File: src/rtl/fetch_pkg.sv
// Shared fetch definitions: FSM state encoding and default widths
// used by the fetch unit and the PC register.
package fetch_pkg;

    localparam int INSTR_ADDR_W = 12;
    localparam int INSTR_DATA_W = 32;

    typedef enum logic [2:0] {
        IDLE,
        REQ,
        WAIT,
        DRAIN,
        HOLD
    } fetch_state_t;

endpackage

File: src/rtl/instruction_fetch_unit.sv
// Instruction fetch: reads the word at the PC address from memory, holds it
// for the decoder, and advances the PC only once the decoder accepts it.
module instruction_fetch_unit
    import fetch_pkg::*;
#(
    parameter int ADDR_WIDTH = INSTR_ADDR_W,
    parameter int DATA_WIDTH = INSTR_DATA_W
) (
    input  logic                  clk,
    input  logic                  rst,
    input  logic [ADDR_WIDTH-1:0] currentAddress,
    output logic                  pc_advance,
    input  logic                  flush,
    output logic                  mem_req_valid,
    input  logic                  mem_req_ready,
    output logic [ADDR_WIDTH-1:0] mem_req_addr,
    input  logic                  mem_rsp_valid,
    input  logic [DATA_WIDTH-1:0] mem_rsp_data,
    output logic                  instr_valid,
    input  logic                  instr_ready,
    output logic [DATA_WIDTH-1:0] instr_data,
    output logic [ADDR_WIDTH-1:0] instr_addr
);

    fetch_state_t          state_q;
    fetch_state_t          state_d;
    logic [ADDR_WIDTH-1:0] pend_addr;
    logic                  req_fire;
    logic                  capture;

    assign req_fire = (state_q == REQ) && mem_req_ready;
    assign capture  = (state_q == WAIT) && mem_rsp_valid && !flush;

    assign mem_req_addr = currentAddress;

    always_ff @(posedge clk or negedge rst) begin
        if (!rst) begin
            state_q <= IDLE;
        end else begin
            state_q <= state_d;
        end
    end

    always_comb begin
        state_d       = state_q;
        mem_req_valid = 1'b0;
        instr_valid   = 1'b0;
        pc_advance    = 1'b0;
        unique case (state_q)
            IDLE: begin
                state_d = REQ;
            end
            REQ: begin
                mem_req_valid = 1'b1;
                if (mem_req_ready) begin
                    state_d = flush ? DRAIN : WAIT;
                end
            end
            WAIT: begin
                if (mem_rsp_valid) begin
                    state_d = flush ? REQ : HOLD;
                end else if (flush) begin
                    state_d = DRAIN;
                end
            end
            DRAIN: begin
                if (mem_rsp_valid) begin
                    state_d = REQ;
                end
            end
            HOLD: begin
                instr_valid = 1'b1;
                // A redirect drops the held word without advancing the PC.
                if (flush) begin
                    state_d = REQ;
                end else if (instr_ready) begin
                    pc_advance = 1'b1;
                    state_d    = REQ;
                end
            end
            default: begin
                state_d = IDLE;
            end
        endcase
    end

    always_ff @(posedge clk or negedge rst) begin
        if (!rst) begin
            pend_addr  <= '0;
            instr_data <= '0;
            instr_addr <= '0;
        end else begin
            if (req_fire) begin
                pend_addr <= currentAddress;
            end
            if (capture) begin
                instr_data <= mem_rsp_data;
                instr_addr <= pend_addr;
            end
        end
    end

endmodule

File: config.mk
export PLATFORM = sky130hd
export DESIGN_NAME = instruction_fetch_unit
export DESIGN_NICKNAME = d
export VERILOG_FILES = /design/src/rtl/fetch_pkg.sv /design/src/rtl/instruction_fetch_unit.sv
export SDC_FILE = /design/constraint.sdc
export NUM_CORES = 1
export LEC_CHECK = 0
export CAP_MARGIN = 20
export CELL_PAD_IN_SITES_DETAIL_PLACEMENT = 1
export CELL_PAD_IN_SITES_GLOBAL_PLACEMENT = 1
export CORE_MARGIN = 4
export CORE_UTILIZATION = 33
export CTS_BUF_LIST = sky130_fd_sc_hd__clkbuf_8
export DETAILED_ROUTE_END_ITERATION = 7
export PLACE_DENSITY = 0.78
export SLEW_MARGIN = 20
export SYNTH_ARGS = -nofsm -noshare
export SYNTH_HDL_FRONTEND = slang
export SYNTH_SLANG_ARGS = --single-unit
File: constraint.sdc
create_clock -name clk -period 2.09 [get_ports clk]
set_clock_uncertainty 0.05 [all_clocks]
set_input_delay 0.627 -clock clk [delete_from_list [all_inputs] [get_ports clk]]
set_output_delay 0.627 -clock clk [all_outputs]
set_load 0.02 [all_outputs]
Word-level counts from Yosys, hierarchy flattened

Cells that the tools add are included.

Memory bits (read-only): 0
Flip-flop bits (word level): 59
Bits in writable memories: 0
Memories: 0
Word-level logic and storage cells: 32
Bits in latches: 0

Reductions and logical operators: 6
Muxes and demuxes: 14
Add/sub/neg operators: 0
Order comparisons: 0
Bitwise logic cells: 0
Shift operators: 0
Multipliers: 0
Divide/modulo/power cells: 0
Eq/ne operators: 8

Operators with widths:

| cell                                                            | number |
|---|---|
| 3-bit two-way mux                                               | 7 |
| 3-bit one-hot mux with 5 select lines                           | 1 |
| 3-bit by 2-bit == test with 1-bit output, second input constant | 2 |
| 1-bit two-way mux                                               | 6 |
| 3-bit != test, second input constant                            | 2 |
| 2-bit != test, second input constant                            | 2 |
| 4-bit AND reduction                                             | 1 |
| 3-bit by 1-bit == test with 1-bit output, second input constant | 1 |
| 3-bit == test, second input constant                            | 1 |
| 1-bit logical AND                                               | 3 |
| 3-bit zero test                                                 | 1 |
| 1-bit zero test                                                 | 1 |

Longest topological paths before layout

Word-level depth: 3
Gate-level depth with buffers: 4
Depth with buffers taken out: 3

Worst setup path after synthesis

Ideal clock, no wire load.

Path kind: flip-flop to output port
Start point: register state_q[1]
End point: output port pc_advance
Stages on the path, launching flop included: 3
Arrival time: 1382 ps
Data required time: 1413 ps
Path slack: 31 ps
Path through: dfrtp_1 -> nand2b_1 -> nor4b_1

Longest elaborated chain between the ends: 2

Ends and longest elaborated chain:

| element                | RTL line                     | RTL |
|---|---|---|
| start, declared        | instruction_fetch_unit.sv:25 | `fetch_state_t state_q;` |
| start signal, assigned | instruction_fetch_unit.sv:40 | `state_q <= state_d;` |
| 3-bit == test          | instruction_fetch_unit.sv:49 | `unique case (state_q)` |
| 1-bit two-way mux      | instruction_fetch_unit.sv:49 |  |
| end, declared          | instruction_fetch_unit.sv:12 | `output logic pc_advance,` |

Every way passes these cells.

Final worst setup path

Start point: input port currentAddress[7]
End point: output port mem_req_addr[7]

RTL lines:

| element         | RTL line                     | RTL |
|---|---|---|
| start, declared | instruction_fetch_unit.sv:11 | `input logic [ADDR_WIDTH-1:0] currentAddress,` |
| end, declared   | instruction_fetch_unit.sv:16 | `output logic [ADDR_WIDTH-1:0] mem_req_addr,` |

No word-level cell between the ends.

==> results.sh <==
export IMPL_die_h_um=92.9
export IMPL_period_minus_slack_ns=2.06
export IMPL_wl_per_cell_um=15.4
export IMPL_die_x_um=92.9
export IMPL_hold_buffers=0
export IMPL_areaGrowthSynthToFinish_pct=60.6
export IMPL_synth_top_cell_area_share_pct=62.1
export IMPL_p_leak_uw=0.00168
export IMPL_slew_headroom_pct=78.6
export IMPL_grt_pass1_vias=1860
export IMPL_crit_type="in -> out"
export IMPL_yosysWarnings=0
export IMPL_p_comb_share_pct=44.0
export IMPL_overflow=0
export IMPL_vias=1659
export IMPL_slowest_stage="clkdlybuf4s50_1"
export IMPL_rsz0062_at_grt="no"
export IMPL_max_cap_violations=0
export IMPL_finalCritPeriodShare_pct=98.6
export IMPL_synth_fp_nets=200
export IMPL_place_inst=360
export IMPL_critPathMaxFanout=2
export IMPL_track_usage_pct=14.0
export IMPL_min_path_type="in -> async"
export IMPL_io_pins=109
export IMPL_ant_nets=0
export IMPL_insertedDiodeCount=0
export IMPL_path_clk_slew_ns=0.07
export IMPL_grt_pass1_wl_mm=9.27
export IMPL_r2r_start="state_q[2]"
export IMPL_max_freq_ghz=0.485
export IMPL_crit_arrival_ns=1.38
export IMPL_holdWs_ns=0.251
export IMPL_reg2reg_depth=5
export IMPL_status="completed"
export IMPL_yosysUniqueCellTypes=17
export IMPL_swShare_pct=33.0
export IMPL_cp_slowest_stage_delay_ns=0.49
export IMPL_required_ns=1.41
export IMPL_cts_max_level=3
export IMPL_rows=30
export IMPL_switching_power_uw=1730
export IMPL_max_vdd_ir_drop_mv=0.649
export IMPL_syn_inst=150
export IMPL_drv_slew=0
export IMPL_drive_gt1_share_pct=37.3
export IMPL_cts_sinks=59
export IMPL_drt_iter0_drc=19
export IMPL_hpwlAfterDp_mm=4.33
export IMPL_yosys_register_bits=59
export IMPL_clk_path_buf_depth=2
export IMPL_timing_rr_end="instr_data[22]"
export IMPL_r2r_slack_ns=0.36
export IMPL_syn_avg_cell_area_sq_um=15.8
export IMPL_cts_root_buf="clkbuf_8"
export IMPL_path_buf_inv=2
export IMPL_cp_top_family="buffers and inverters"
export IMPL_fin_cells=375
export IMPL_vias_per_cell=4.42
export IMPL_final_util_pct=55.3
export IMPL_seq_power_share_pct=37.6
export IMPL_layout_nets=325
export IMPL_cp_end_kind="output pin"
export IMPL_p_per_area_nw_per_um2=1370
export IMPL_dieArea_sq_um=8630
export IMPL_grt_max_degree=60
export IMPL_setup_viol=0
export IMPL_start_kind="input port"
export IMPL_drt_pass1_iterations=2
export IMPL_core_area_sq_um=6910
export IMPL_cp_cell_sequence="clkdlybuf4s50_1, clkdlybuf4s15_2"
export IMPL_drc=0
export IMPL_antenna_found_initial=0
export IMPL_syn_area_sq_um=2380
export IMPL_yosys_top_cells_area="dfrtp_1, mux2_2, mux2_1"
export IMPL_numCtsBuffers=9
export IMPL_initial_utilization_pct=34.4
export IMPL_cts_tree="done"
export IMPL_p_int_uw=3500
export IMPL_hold_violations=0
export IMPL_wirelength_mm=5.79
export IMPL_insertion_delay_ns=0.32
export IMPL_io_buffers=108
export IMPL_clkPwrFrac_pct=18.4
export IMPL_synth_top_area_cell="dfrtp_1"
export IMPL_finalWeightedCongestion=0.725
export IMPL_worstMarginPinSlew_ns=0.321
export IMPL_synth_seq_area_share_pct=62.1
-- stage by stage --
step | worst slack, ns | instance area, sq um | setup TNS, ns | total power (uW)
CTS | 0.00218 | 3840 | 0 | 5320
global placement | -0.556 | 3640 | -10.88 | 4250
global route | 0.00209 | 3820 | 0 | 5540
finish | 0.0300 | 3820 | 0 | 5230
detailed placement | -0.608 | 3640 | -11.47 | 4330
floorplan | 0.0312 | 2380 | 0 | 3100
-- kinds of logic after synthesis --
kind of cell           Yosys count  synth area share, %
multiplexers                    56                 26.5
buffers and inverters           19                 6.32
AO/OA/AOI/OAI                    5                 1.53
AND/OR/NAND/NOR                 11                 3.53
flip-flops                      59                 62.1
-- layout make-up --
| cell class | instances | area (sq um) |
|---|---|---|
| clock buffer | 9 | 124 |
| clock inverter | 6 | 57.6 |
| fill | 728 | 3090 |
| inverter | 2 | 7.51 |
| multi-input combinational | 72 | 764 |
| sequential | 59 | 1480 |
| tap | 96 | 120 |
| timing repair buffer | 131 | 1270 |
-- sequential cells by signal (all words and copies together), names as in the netlist --
signal	count
pend_addr	12
instr_data	32
instr_addr	12
state_q	3
-- power groups by stage --
| stage | clock network, uW | logic, uW | registers (uW) |
|---|---|---|---|
| 2_1_floorplan | 0 | 609 | 2490 |
| 3_3_place_gp | 0 | 2300 | 1950 |
| 3_5_place_dp | 0 | 2340 | 1990 |
| 4_1_cts | 1000 | 2350 | 1970 |
| 5_1_grt | 1060 | 2440 | 2040 |
| 6_report | 964 | 2300 | 1970 |
-- what timing repair did --
item / CTS / global route
hold endpoints to repair: 0 / 0
endpoints found under the setup margin: 15 / 6
setup buffers: 0 / 0
pin swaps: 1 / 1
resized for setup: 49 / 6
-- routing by layer --
metal	wire length [um]	GRT usage, %	vias up
met4	61	5.86	0
met2	3130	24.7	63
met1	2160	15.2	826
li1	-	-	764
met5	0	0	-
met3	444	4.71	6
-- worst max path at each step --
stage	startpoint	to	slack (ns)	cells past startpoint
after global placement	instr_ready	pc_advance	-0.56	3
after detailed placement	instr_ready	pc_advance	-0.61	3
final	currentAddress[7]	mem_req_addr[7]	0.03	2
after global routing	currentAddress[5]	mem_req_addr[5]	0.002	2
after CTS	currentAddress[0]	mem_req_addr[0]	0.002	2
after floorplan	state_q[1]	pc_advance	0.03	2
-- cells in the final DEF (no fill, tap or decap), drive strengths merged --
cell type | Yosys | layout
clkdlybuf4s50 | 0 | 90
nand3b | 1 | 1
o32ai | 1 | 1
clkbuf | 0 | 11
nor4b | 1 | 1
nor2 | 4 | 4
clkdlybuf4s15 | 0 | 9
clkinvlp | 0 | 1
bufinv | 0 | 1
dfrtp | 59 | 59
o22ai | 1 | 1
mux2 | 56 | 56
o21a | 1 | 1
nor3 | 2 | 2
inv | 2 | 2
clkinv | 0 | 4
a21oi | 1 | 1
nand2b | 3 | 3
buf | 17 | 28
dlygate4sd2 | 0 | 2
a2bb2oi | 1 | 1
-- synthesized netlist by cell type --
master and count:
nand2b_1 3, buf_6 4, nor4b_1 1, mux2_1 10, o32ai_1 1, nor3_1 1
mux2_2 46, buf_4 13, dfrtp_1 59, o22ai_1 1, nor3_4 1, a2bb2oi_1 1
a21oi_1 1, nand3b_4 1, o21a_1 1, inv_1 2, nor2_1 4
Note: power is estimated with default switching activity, not from simulation.
==> edit, RTL diff (same settings) <==
Change the package constant `INSTR_DATA_W` from 32 to 28.
--- a/src/rtl/fetch_pkg.sv
+++ b/src/rtl/fetch_pkg.sv
@@ -3,7 +3,7 @@
 package fetch_pkg;
 
     localparam int INSTR_ADDR_W = 12;
-    localparam int INSTR_DATA_W = 32;
+    localparam int INSTR_DATA_W = 28;
 
     typedef enum logic [2:0] {
         IDLE,
Ports: changed (resized instr_data and mem_rsp_data); port bits go from 109 to 101. The function was not compared with the original's and may differ.
==> edit against the original RTL <==
Cell area fell by 8.1%; hold slack got worse by 69 ps; combinational power decreased by 6%; worst setup slack about the same; critical path depth unchanged; area after synthesis decreased by 5.7%; power down 9.8%; routed wire length decreased by 5.9%; sequential cell count shrank 4; critical path type unchanged; highest routed layer unchanged.
==> edit: results (changes against the original RTL) <==
| Metric | Value |
|---|---|
| Max Transition Viols Final | 0 (unchanged) |
| Pre-antenna DRT Iters | 2 (unchanged) |
| Via count of the first global-routing pass | 1694 (was 1860) |
| Peak supply drop | 529 uV (was 649 uV) |
| Port Buf Inserts | 100 (was 108) |
| Max Clock Freq | 0.485 GHz (about the same) |
| Total track usage | 0.139 (was 0.140) |
| Leakage Power | 0.00154 uW (was 0.00168 uW) |
| Non-clk buf share | 0.340 (was 0.332) |
| Comb_multi_in | 68 (was 72) |
| R2R Path End | instr_data[26]$_DFFE_PN0P_ (was instr_data[22]$_DFFE_PN0P_) |
| Hold Crit Class | in2async (unchanged) |
| Yosys warnings | 0 (unchanged) |
| Critical Path End | mem_req_addr[9] (was mem_req_addr[7]) |
| Initial antenna violation count | 0 (unchanged) |
| Clock buffers | 6 (was 9) |
| Register area share after synthesis | 0.614 (was 0.621) |
| Worst-Margin Slew | 394 ps (was 321 ps) |
| Clk cell area share | 0.0335 (was 0.0475) |
| Setup TNS | 0 ps (unchanged) |
| Place WS | -558 ps (was -608 ps) |
| CTS buffer count | 5 (was 9) |
| Synth async-reset ratio | 1.00 (unchanged) |
| Fraction of area in multi-input gates | 0.205 (was 0.200) |
| Fillers | 655 (was 728) |
| CTS H-tree depth | 2 (was 3) |
| Ant. Diodes | 0 (unchanged) |
| Largest net degree at the start of global routing | 31 (was 60) |
| Nonclk inv count | 2 (unchanged) |
| Final Net Count | 300 (was 325) |
| Longest Clk Path Bufs | 2 (unchanged) |
| Global-route wire length before repair | 8.91 mm (was 9.27 mm) |
| Largest cells by area after synthesis | dfrtp_1, mux2_2, buf_4 (was dfrtp_1, mux2_2, mux2_1) |
| Most instantiated cells after synthesis | dfrtp_1, mux2_2, buf_4 (unchanged) |
| Biggest regs | instr_data (28), instr_addr (12), pend_addr (12) (was instr_data (32), instr_addr (12), pend_addr (12)) |
| Clock sinks | 55 (was 59) |
| Share of cells above drive strength 1 | 0.396 (was 0.373) |
| Biggest register | instr_data (unchanged) |
| Seq/total area | 0.392 (was 0.387) |
| Crit path from | currentAddress[9] (was currentAddress[7]) |
| Clk pin slew, worst setup/hold paths | 100 ps (was 70 ps) |
| Status | complete, no violations (unchanged) |
| Syn_nets | 188 (was 200) |
| Non-clock buffers | 122 (was 131) |
| Worst path top cell family by delay | buffers and inverters (unchanged) |
| Clock root buffer | clkbuf_8 (unchanged) |
| Reg2reg setup slack | 420 ps (was 360 ps) |
| Slowest cell on crit path | clkdlybuf4s50_1 (unchanged) |
| Hpwl dp | 4.38 mm (was 4.33 mm) |
| Yosys cell types | 19 (was 17) |
| Worst-Skew Late Latency | 300 ps (was 320 ps) |
| Wire length per cell | 16.4 microns (was 15.4 microns) |
| Drt initial violations | 16 (was 19) |
| Via/cell ratio | 4.55 (was 4.42) |
| RePlAce Congestion | 0.794 (was 0.725) |
| Worst path max stage delay | 490 ps (about the same) |
| Reg2Reg Depth | 5 (unchanged) |
| Critical Path Fanout Max | 2 (unchanged) |
| RR Startpoint | state_q[2]$_DFFE_PN0P_ (unchanged) |
## edit: report_power, final
part / leakage (uW) / internal [uW] / total [uW] / switching, uW
Combinational: 0.000799 / 1210 / 2170 / 968
Sequential: 0.000681 / 1570 / 1820 / 247
Clock: 0.0000612 / 388 / 725 / 336
Total: 0.00154 / 3170 / 4720 / 1550
## edit: worst min-delay path by stage
stage / endpoint / slack (ps) / cells past startpoint
after floorplan: instr_addr[0]$_DFFE_PN0P_ / 280 / 0
after global placement: instr_data[27]$_DFFE_PN0P_ / 420 / 1
after detailed placement: instr_data[11]$_DFFE_PN0P_ / 430 / 1
after CTS: pend_addr[11]$_DFFE_PN0P_ / 180 / 1
after global routing: instr_data[11]$_DFFE_PN0P_ / 190 / 1
final: instr_data[11]$_DFFE_PN0P_ / 180 / 1
## edit: stage by stage
step	utilization	cell area, sq um	hold WS [ps]	total power, uW	std cells
2_1_floorplan	-	2240	281	2900	142
6_report	0.543	3510	182	4720	332
3_3_place_gp	0.525	3390	422	4000	324
4_1_cts	0.544	3510	182	4810	332
5_1_grt	0.543	3510	186	4990	332
3_5_place_dp	0.525	3390	425	4080	324
## edit: logic make-up after synthesis
group | count (synthesis) | synth area share
multiplexers | 52 | 0.261
buffers and inverters | 19 | 0.0687
AO/OA/AOI/OAI | 5 | 0.0162
flip-flops | 55 | 0.614
AND/OR/NAND/NOR | 11 | 0.0396
## edit: timing repair
item	CTS	global route
resized for setup	50	6
endpoints found under the setup margin	15	4
cloned	0	0
pin swaps	0	1
## edit: per-layer routing
layer	vias to the layer above	GRT usage	wire length [microns]
met5	-	0	0
met4	0	0.0676	139
met3	11	0.0258	224
met2	44	0.250	3010
met1	750	0.157	2070
li1	705	-	-
